### src/rtl/time_counter.sv
// Hours/minutes/seconds BCD time counter with RUN / SET_HOUR / SET_MIN key control.
// Define TIME_COUNTER_HOUR12_EN for 12-hour display with a PM flag; the default is 24-hour.
module time_counter #(
    parameter int INIT_HOUR = 0,
    parameter int INIT_MIN  = 0
) (
    input  logic       CLK_50M,
    input  logic       CLR,
    input  logic       CLK_1HzIn,
    input  logic       MODE_Key,
    input  logic       INC_Key,
    output logic [3:0] Sec_L,
    output logic [3:0] Sec_H,
    output logic [3:0] Min_L,
    output logic [3:0] Min_H,
    output logic [3:0] Hour_L,
    output logic [3:0] Hour_H,
    output logic [1:0] Mode_State,
    output logic       Sec_Tick,
    output logic       Day_Carry,
    output logic       PM
);

    typedef enum logic [1:0] {
        RUN      = 2'b00,
        SET_HOUR = 2'b01,
        SET_MIN  = 2'b10
    } mode_t;

`ifdef TIME_COUNTER_HOUR12_EN
    localparam int   INIT_HDISP = (INIT_HOUR % 12 == 0) ? 12 : INIT_HOUR % 12;
    localparam logic INIT_PM    = (INIT_HOUR >= 12);
`else
    localparam int   INIT_HDISP = INIT_HOUR;
    localparam logic INIT_PM    = 1'b0;
`endif
    localparam logic [7:0] INIT_HOUR_BCD = {4'(INIT_HDISP / 10), 4'(INIT_HDISP % 10)};
    localparam logic [7:0] INIT_MIN_BCD  = {4'(INIT_MIN / 10), 4'(INIT_MIN % 10)};

    mode_t      r_mode;
    logic [7:0] r_sec, r_min, r_hour;
    logic       r_sec_tick, r_day_carry, r_pm;
    logic       r_prev_1hz, r_prev_mode, r_prev_inc;
    logic       r_armed;
    logic       w_tick, w_mode_ev, w_inc_ev;

    // r_armed masks the first sample after reset, so a level already high at release is not an edge.
    assign w_tick    = CLK_1HzIn & ~r_prev_1hz  & r_armed;
    assign w_mode_ev = MODE_Key  & ~r_prev_mode & r_armed;
    assign w_inc_ev  = INC_Key   & ~r_prev_inc  & r_armed;

    function automatic logic [7:0] inc_mod60(input logic [7:0] v);
        if (v[3:0] == 4'd9) begin
            if (v[7:4] == 4'd5) return 8'h00;
            return {v[7:4] + 4'd1, 4'd0};
        end
        return {v[7:4], v[3:0] + 4'd1};
    endfunction

    function automatic logic [7:0] inc_hour(input logic [7:0] v);
`ifdef TIME_COUNTER_HOUR12_EN
        if (v == 8'h12) return 8'h01;
        if (v == 8'h09) return 8'h10;
`else
        if (v == 8'h23) return 8'h00;
        if (v[3:0] == 4'd9) return {v[7:4] + 4'd1, 4'd0};
`endif
        return {v[7:4], v[3:0] + 4'd1};
    endfunction

    // NOTE: every register below is assigned with <= so all of them sample pre-edge values.
    always_ff @(posedge CLK_50M or posedge CLR) begin
        if (CLR) begin
            r_mode      <= RUN;
            r_sec       <= 8'h00;
            r_min       <= INIT_MIN_BCD;
            r_hour      <= INIT_HOUR_BCD;
            r_pm        <= INIT_PM;
            r_sec_tick  <= 1'b0;
            r_day_carry <= 1'b0;
            r_prev_1hz  <= 1'b0;
            r_prev_mode <= 1'b0;
            r_prev_inc  <= 1'b0;
            r_armed     <= 1'b0;
        end else begin
            r_prev_1hz  <= CLK_1HzIn;
            r_prev_mode <= MODE_Key;
            r_prev_inc  <= INC_Key;
            r_armed     <= 1'b1;
            r_sec_tick  <= 1'b0;
            r_day_carry <= 1'b0;

            // A tick landing on the RUN->SET_HOUR step is still counted.
            if (r_mode == RUN && w_tick) begin
                r_sec_tick <= 1'b1;
                r_sec      <= inc_mod60(r_sec);
                if (r_sec == 8'h59) begin
                    r_min <= inc_mod60(r_min);
                    if (r_min == 8'h59) begin
                        r_hour <= inc_hour(r_hour);
`ifdef TIME_COUNTER_HOUR12_EN
                        if (r_hour == 8'h11) begin
                            r_pm        <= ~r_pm;
                            r_day_carry <= r_pm;
                        end
`else
                        r_day_carry <= (r_hour == 8'h23);
`endif
                    end
                end
            end

            if (w_mode_ev) begin
                case (r_mode)
                    RUN:      r_mode <= SET_HOUR;
                    SET_HOUR: r_mode <= SET_MIN;
                    default: begin
                        r_mode <= RUN;
                        r_sec  <= 8'h00;
                    end
                endcase
            end else if (w_inc_ev) begin
                if (r_mode == SET_HOUR) begin
                    r_hour <= inc_hour(r_hour);
`ifdef TIME_COUNTER_HOUR12_EN
                    if (r_hour == 8'h11) r_pm <= ~r_pm;
`endif
                end else if (r_mode == SET_MIN) begin
                    r_min <= inc_mod60(r_min);
                end
            end
        end
    end

    assign Sec_L      = r_sec[3:0];
    assign Sec_H      = r_sec[7:4];
    assign Min_L      = r_min[3:0];
    assign Min_H      = r_min[7:4];
    assign Hour_L     = r_hour[3:0];
    assign Hour_H     = r_hour[7:4];
    assign Mode_State = r_mode;
    assign Sec_Tick   = r_sec_tick;
    assign Day_Carry  = r_day_carry;
    assign PM         = r_pm;

endmodule

### config.mk
export PLATFORM = sky130hd
export DESIGN_NAME = time_counter
export DESIGN_NICKNAME = d
export VERILOG_FILES = /design/src/rtl/time_counter.sv
export SDC_FILE = /design/constraint.sdc
export NUM_CORES = 1
export LEC_CHECK = 0
export ABC_AREA = 1
export CORE_MARGIN = 4
export CORE_UTILIZATION = 45
export CTS_BUF_LIST = sky130_fd_sc_hd__clkbuf_4
export CTS_CLUSTER_DIAMETER = 30
export CTS_CLUSTER_SIZE = 28
export DETAILED_ROUTE_END_ITERATION = 8
export PLACE_DENSITY = 0.8
export SKIP_CTS_REPAIR_TIMING = 1
export SYNTH_ARGS = -nofsm -noshare
export SYNTH_HDL_FRONTEND = slang
export SYNTH_SLANG_ARGS = --single-unit
### constraint.sdc
create_clock -name CLK_50M -period 1.5 [get_ports CLK_50M]
set_input_delay 0.15 -clock CLK_50M [delete_from_list [all_inputs] [get_ports CLK_50M]]
set_output_delay 0.15 -clock CLK_50M [all_outputs]
set_load 0.05 [all_outputs]
Word level (Yosys, flattened, before mapping)
Index checks and enable logic that the tools add are counted.
Word-level totals
  output and inout port bits: 29
  input bits: 5
  bits in registers: 32
Cells by class
  muxes and demuxes: 73
  bitwise gates (word level): 9
  add/sub/neg operators: 6
  eq/ne operators: 12
  reductions and logical operators: 3
Operators with widths (number)
  $mux W8: 32
  $mux W1: 40
  $add A4 B1 Y4 const B: 6
  $eq A8 B7 Y1 const B: 2
  $eq A4 B4 Y1 const B: 3
  $eq A4 B3 Y1 const B: 2
  $eq A8 B6 Y1 const B: 1
  $and A1 B1 Y1: 6
  $ne A5 B3 Y1 const B: 1
  $ne A5 B4 Y1 const B: 1
  $pmux W2 S2: 1
  $not A1 Y1: 3
  $eq A2 B1 Y1 const B: 1
  $eq A2 B2 Y1 const B: 1
  $logic_not A2 Y1: 1
  $reduce_or A2 Y1: 1
  $logic_and A1 B1 Y1: 1

Logic depth before layout (Yosys ltp)
  word-level depth: 17
  gate-level depth with buffers: 11
  mapped depth without buffers: 10

Worst setup path after synthesis
No wires, ideal clock.
  path type: reg2reg
  start: register r_hour[1]
  end: register r_hour[4]
  stages on the path, launching flop included: 9
  data arrival time: 1.730 ns
  path slack: -0.313 ns
  required time: 1.417 ns
  setup time: 0.083 ns
  cell sequence: dfrtp_1 inv_1 ha_1 nand3_1 inv_1 ha_1 o21ai_0 nand3_1 o21ai_0
Between the ends
  cells in the longest elaborated chain, start to end: 14
RTL lines
  from (decl): RTL line 41  | logic [7:0] r_sec, r_min, r_hour;
  from (signal assigned): RTL line 100  | r_hour <= inc_hour(r_hour);
  from (signal assigned): RTL line 124  | r_hour <= inc_hour(r_hour);
  $eq A4 B4 Y1: RTL line 66  | if (v[3:0] == 4'd9) return {v[7:4] + 4'd1, 4'd0};
  $mux W1 (2 in series): RTL line 66
  $mux W1: RTL line 99  | if (r_min == 8'h59) begin
  $mux W1: RTL line 97  | if (r_sec == 8'h59) begin
  $mux W1: RTL line 94  | if (r_mode == RUN && w_tick) begin
  $mux W8: RTL line 68  | return {v[7:4], v[3:0] + 4'd1};
  $mux W8: RTL line 66
  $mux W8: RTL line 99
  $mux W8: RTL line 97
  $mux W8: RTL line 94
  $mux W8: RTL line 123  | if (r_mode == SET_HOUR) begin
  $mux W8: RTL line 122  | end else if (w_inc_ev) begin
  $mux W8: RTL line 113  | if (w_mode_ev) begin
Several ways; a longest one is shown, not always the timed one. The select of a mux whose other input is x is not followed.
A chain may end at the register's enable or synchronous reset.

Final worst setup path
  start: register r_mode[0], in the netlist Mode_State[0]
  end: register r_hour[4]
Between the ends
  cells in the longest elaborated chain, start to end: 6
RTL lines
  from (decl): RTL line 40  | mode_t r_mode;
  from (signal assigned): RTL line 74  | r_mode <= RUN;
  from (signal assigned): RTL line 115  | RUN: r_mode <= SET_HOUR;
  from (signal assigned): RTL line 116  | SET_HOUR: r_mode <= SET_MIN;
  $logic_not A2 Y1: RTL line 94
  $logic_and A1 B1 Y1: RTL line 94
  $mux W8: RTL line 94
  $mux W8: RTL line 123
  $mux W8: RTL line 122
  $mux W8: RTL line 113
Several ways; a longest one is shown, not always the timed one.

==> summary.txt <==
Worst setup path
  – Worst Reg-to-Reg Cells: 8
  – Crit path DAT: 1.81 ns
  – Crit end category: register
  – Data required time of the worst path: 1.77 ns
  – Worst R2R Setup Slack: -0.04 ns
  – Critical path origin: Mode_State[0]
  – CP max FO: 7
  – R2r startpoint: Mode_State[0]
  – Critical path launch point type: register
  – Crit path kind: register to register
  – Worst reg2reg path endpoint: r_hour[4]

Logic synthesis
  – Xor/xnor share of the synthesized area: 1.56%
  – Yosys reg bits: 32
  – Synth warn: 1
  – Multiplexer area fraction after synthesis: 0%
  – Mapped Avg Cell Area: ~7.9 um2
  – Post-Syn Area: between 1500 and 2000 um2
  – Total nets after synthesis: 222
  – Post-synthesis sequential area ratio: 47.6%
  – Synth Area in Compound Gates: 9.60%
  – Largest family of logic cells by synthesized area: simple AND/OR/NAND/NOR gates
  – Post-Synthesis Cells: 212
  – Post-synthesis simple-gate area fraction: about 28%
  – Yosys cell types: 25
  – Adder-Cell Fraction of Synth Area: under 10%

Drt
  – DRT iter0 DRCs: 105
  – Post-DRT Antenna Nets: 0
  – DRT Wirelength: 4480 um
  – Drt drc: 0
  – DR WL/cell: 13.4 um
  – Routed vias: approximately 1.7k
  – Via-per-instance ratio: around 5.1
  – Pre-antenna DRT Iters: 4

Die
  – Ports: 34
  – Die Y-Extent: 69.1 um
  – Starting density of the core: 48.5%
  – Chip Width: between 60 and 70 um
  – Area of the core: 3470 um2
  – Die area: 4780 um2
  – Cell Rows: 21

Outcome
  – Status: finished with violations
  – Failing checks: setup timing

Clocking
  – CTS Buf Count: 5
  – Clk Latency, worst-skew pair: 0.35 ns
  – Clock-pin slew on the worst setup and hold paths: 0.10 ns
  – CTS sink cnt: 32
  – CTS tree: done
  – CTS max path bufs: 2
  – H-tree depth: 2
  – Root Buffer: clkbuf_4

Power and ir drop
  – Worst vdd ir: 1130 uV
  – Leak pwr: 1.30 nW
  – P per Cell Area: 1600 nW/um2

GRT
  – Initial antenna violation count: 0
  – Gr ovfl total: 0
  – First-pass GRT wire length: 6470 um
  – Largest net degree at the start of global routing: 33
  – Vias in the first global route: 1472
  – GR Util All Layers: between 15 and 20%

Timing
  – Final setup viols: 8
  – RSZ-0062 raised after global routing: true
  – Final Hold Vio Count: 0
  – Setup TNS: -0.123 ns
  – Worst clock skew: 0.00994 ns
  – Minimum clock period: 1.54 ns
  – Final WS setup: -0.0355 ns
  – Pins over their slew limit: 0
  – Maximum clock rate: roughly 650 MHz
  – Final period util: 102%

Placement
  – Dpl hpwl: 2740 um
  – GPL Wtd Cong: 0.819
  – Area after DPL: 2200 um2
  – DP Worst Slack: -0.212 ns
  – Port bufs: 32

Layout
  – Layout net count: 297
  – Final instance area: 2540 um2
  – Area Overhead vs Synth: 50.9%
  – Fillcell total: 255
  – Share of cells above drive strength 1: 49.0%
  – N_diodes: 0

Worst hold path
  – Tightest Hold Check Type: input port to async pin

Job
  – Max_cap viols: 0
## where the power goes
part	switching, mW	internal (mW)
Combinational	1.46	0.790
Sequential	0.198	1.10
Clock	0.298	0.218
Total	1.95	2.10
## worst max-delay path: stages (launching register included)
cell and delay, ns:
dfrtp_2 0.40, inv_2 0.06, nor2_1 0.31, nand3_4 0.20, inv_1 0.16, nand2_1 0.08
o21ai_2 0.07, nand3_2 0.11, o21ai_2 0.07
## worst max path at each step
stage / to / slack, ns
after floorplan: r_hour[7] / -0.11
after global placement: r_hour[4] / -0.16
after detailed placement: r_sec[1] / -0.21
after CTS: r_hour[4] / -0.14
after global routing: r_hour[4] / -0.13
final: r_hour[4] / -0.04
## cells by family after synthesis
family	after synthesis
fa+ha+maj	5
xor+xnor	3
buf+inv	39
flops	32
simple gates	101
compound gates	30
other cells	2
## cell type report
type	instances	area, um2	area share (%)
Tap cell	46	57.6	2.27
Clock inverter	1	5.00	0.197
Multi-Input combinational cell	142	911	35.9
Clock buffer	7	52.6	2.07
Sequential cell	32	822	32.4
Inverter	37	141	5.57
Timing Repair Buffer	69	548	21.6
## synthesized netlist by cell type
| cell | instances | area [um2] |
|---|---|---|
| nor2_1 | 32 | 120 |
| conb_1 | 2 | 7.51 |
| o22ai_1 | 3 | 18.8 |
| o21ai_0 | 10 | 50.1 |
| nand2_2 | 4 | 25.0 |
| dfrtp_1 | 32 | 801 |
| nand3_1 | 14 | 70.1 |
| o21ai_1 | 7 | 35.0 |
| buf_4 | 1 | 7.51 |
| xor2_1 | 3 | 26.3 |
| inv_2 | 1 | 3.75 |
| nor3_2 | 1 | 10.0 |
| nand3b_1 | 2 | 15.0 |
| ha_1 | 5 | 62.6 |
| o21bai_1 | 1 | 7.51 |
| a21oi_1 | 7 | 35.0 |
| nand2_1 | 38 | 143 |
| o211ai_1 | 1 | 7.51 |
| nor3_1 | 1 | 5.00 |
| buf_6 | 1 | 11.3 |
| nand4_1 | 5 | 31.3 |
| nand3_2 | 3 | 30.0 |
| nor3_4 | 1 | 16.3 |
| inv_1 | 36 | 135 |
| a21boi_0 | 1 | 7.51 |
## routing by layer
metal  vias to the layer above  share of wire [%]  track usage [%]
li1                        825                  -                -
met4                         0                3.5             7.81
met3                        16                5.5             3.63
met5                         -                  0                0
met2                        59                 51             27.2
met1                       787                 39             20.2
## stage by stage
stage / hold WS (ns) / power [mW] / instances / util, %
6_report: 0.178 / 4.05 / 334 / 73.2
5_1_grt: 0.202 / 4.32 / 334 / 73.2
4_1_cts: 0.183 / 3.78 / 320 / 65.2
3_5_place_dp: 0.555 / 3.25 / 312 / 63.5
3_3_place_gp: 0.550 / 3.21 / 312 / 63.5
2_1_floorplan: 0.181 / 2.56 / 212 / -
## flip-flops by register name (all words and copies together) (netlist names)
| name | cells |
|---|---|
| r_prev_inc | 1 |
| r_prev_1hz | 1 |
| r_min | 8 |
| r_prev_mode | 1 |
| Sec_Tick | 1 |
| Day_Carry | 1 |
| Mode_State | 2 |
| r_sec | 8 |
| r_armed | 1 |
| r_hour | 8 |
## placed cells by master, fill, tap and decap left out
cell type,instances
conb_1,2
nor3_1,1
nor2_1,19
nand2_4,4
nand4_1,5
clkinv_2,1
o21ai_0,2
inv_1,28
nand3_1,10
nor2_2,10
nand2_2,6
o22ai_1,3
ha_4,1
nand3_4,3
a21oi_2,2
nand3b_1,2
buf_12,1
o21ai_1,10
nor2_4,3
ha_1,3
o21bai_1,1
o21ai_4,1
clkbuf_4,7
buf_4,62
clkdlybuf4s50_1,4
o21ai_2,4
nand3_2,4
nand2_1,33
dfrtp_2,17
buf_6,2
a21oi_1,5
inv_2,8
inv_4,1
ha_2,1
dfrtp_1,15
o211ai_1,1
xor2_1,3
nor3_4,2
a21boi_2,1
(Power assumes the default switching activity.)
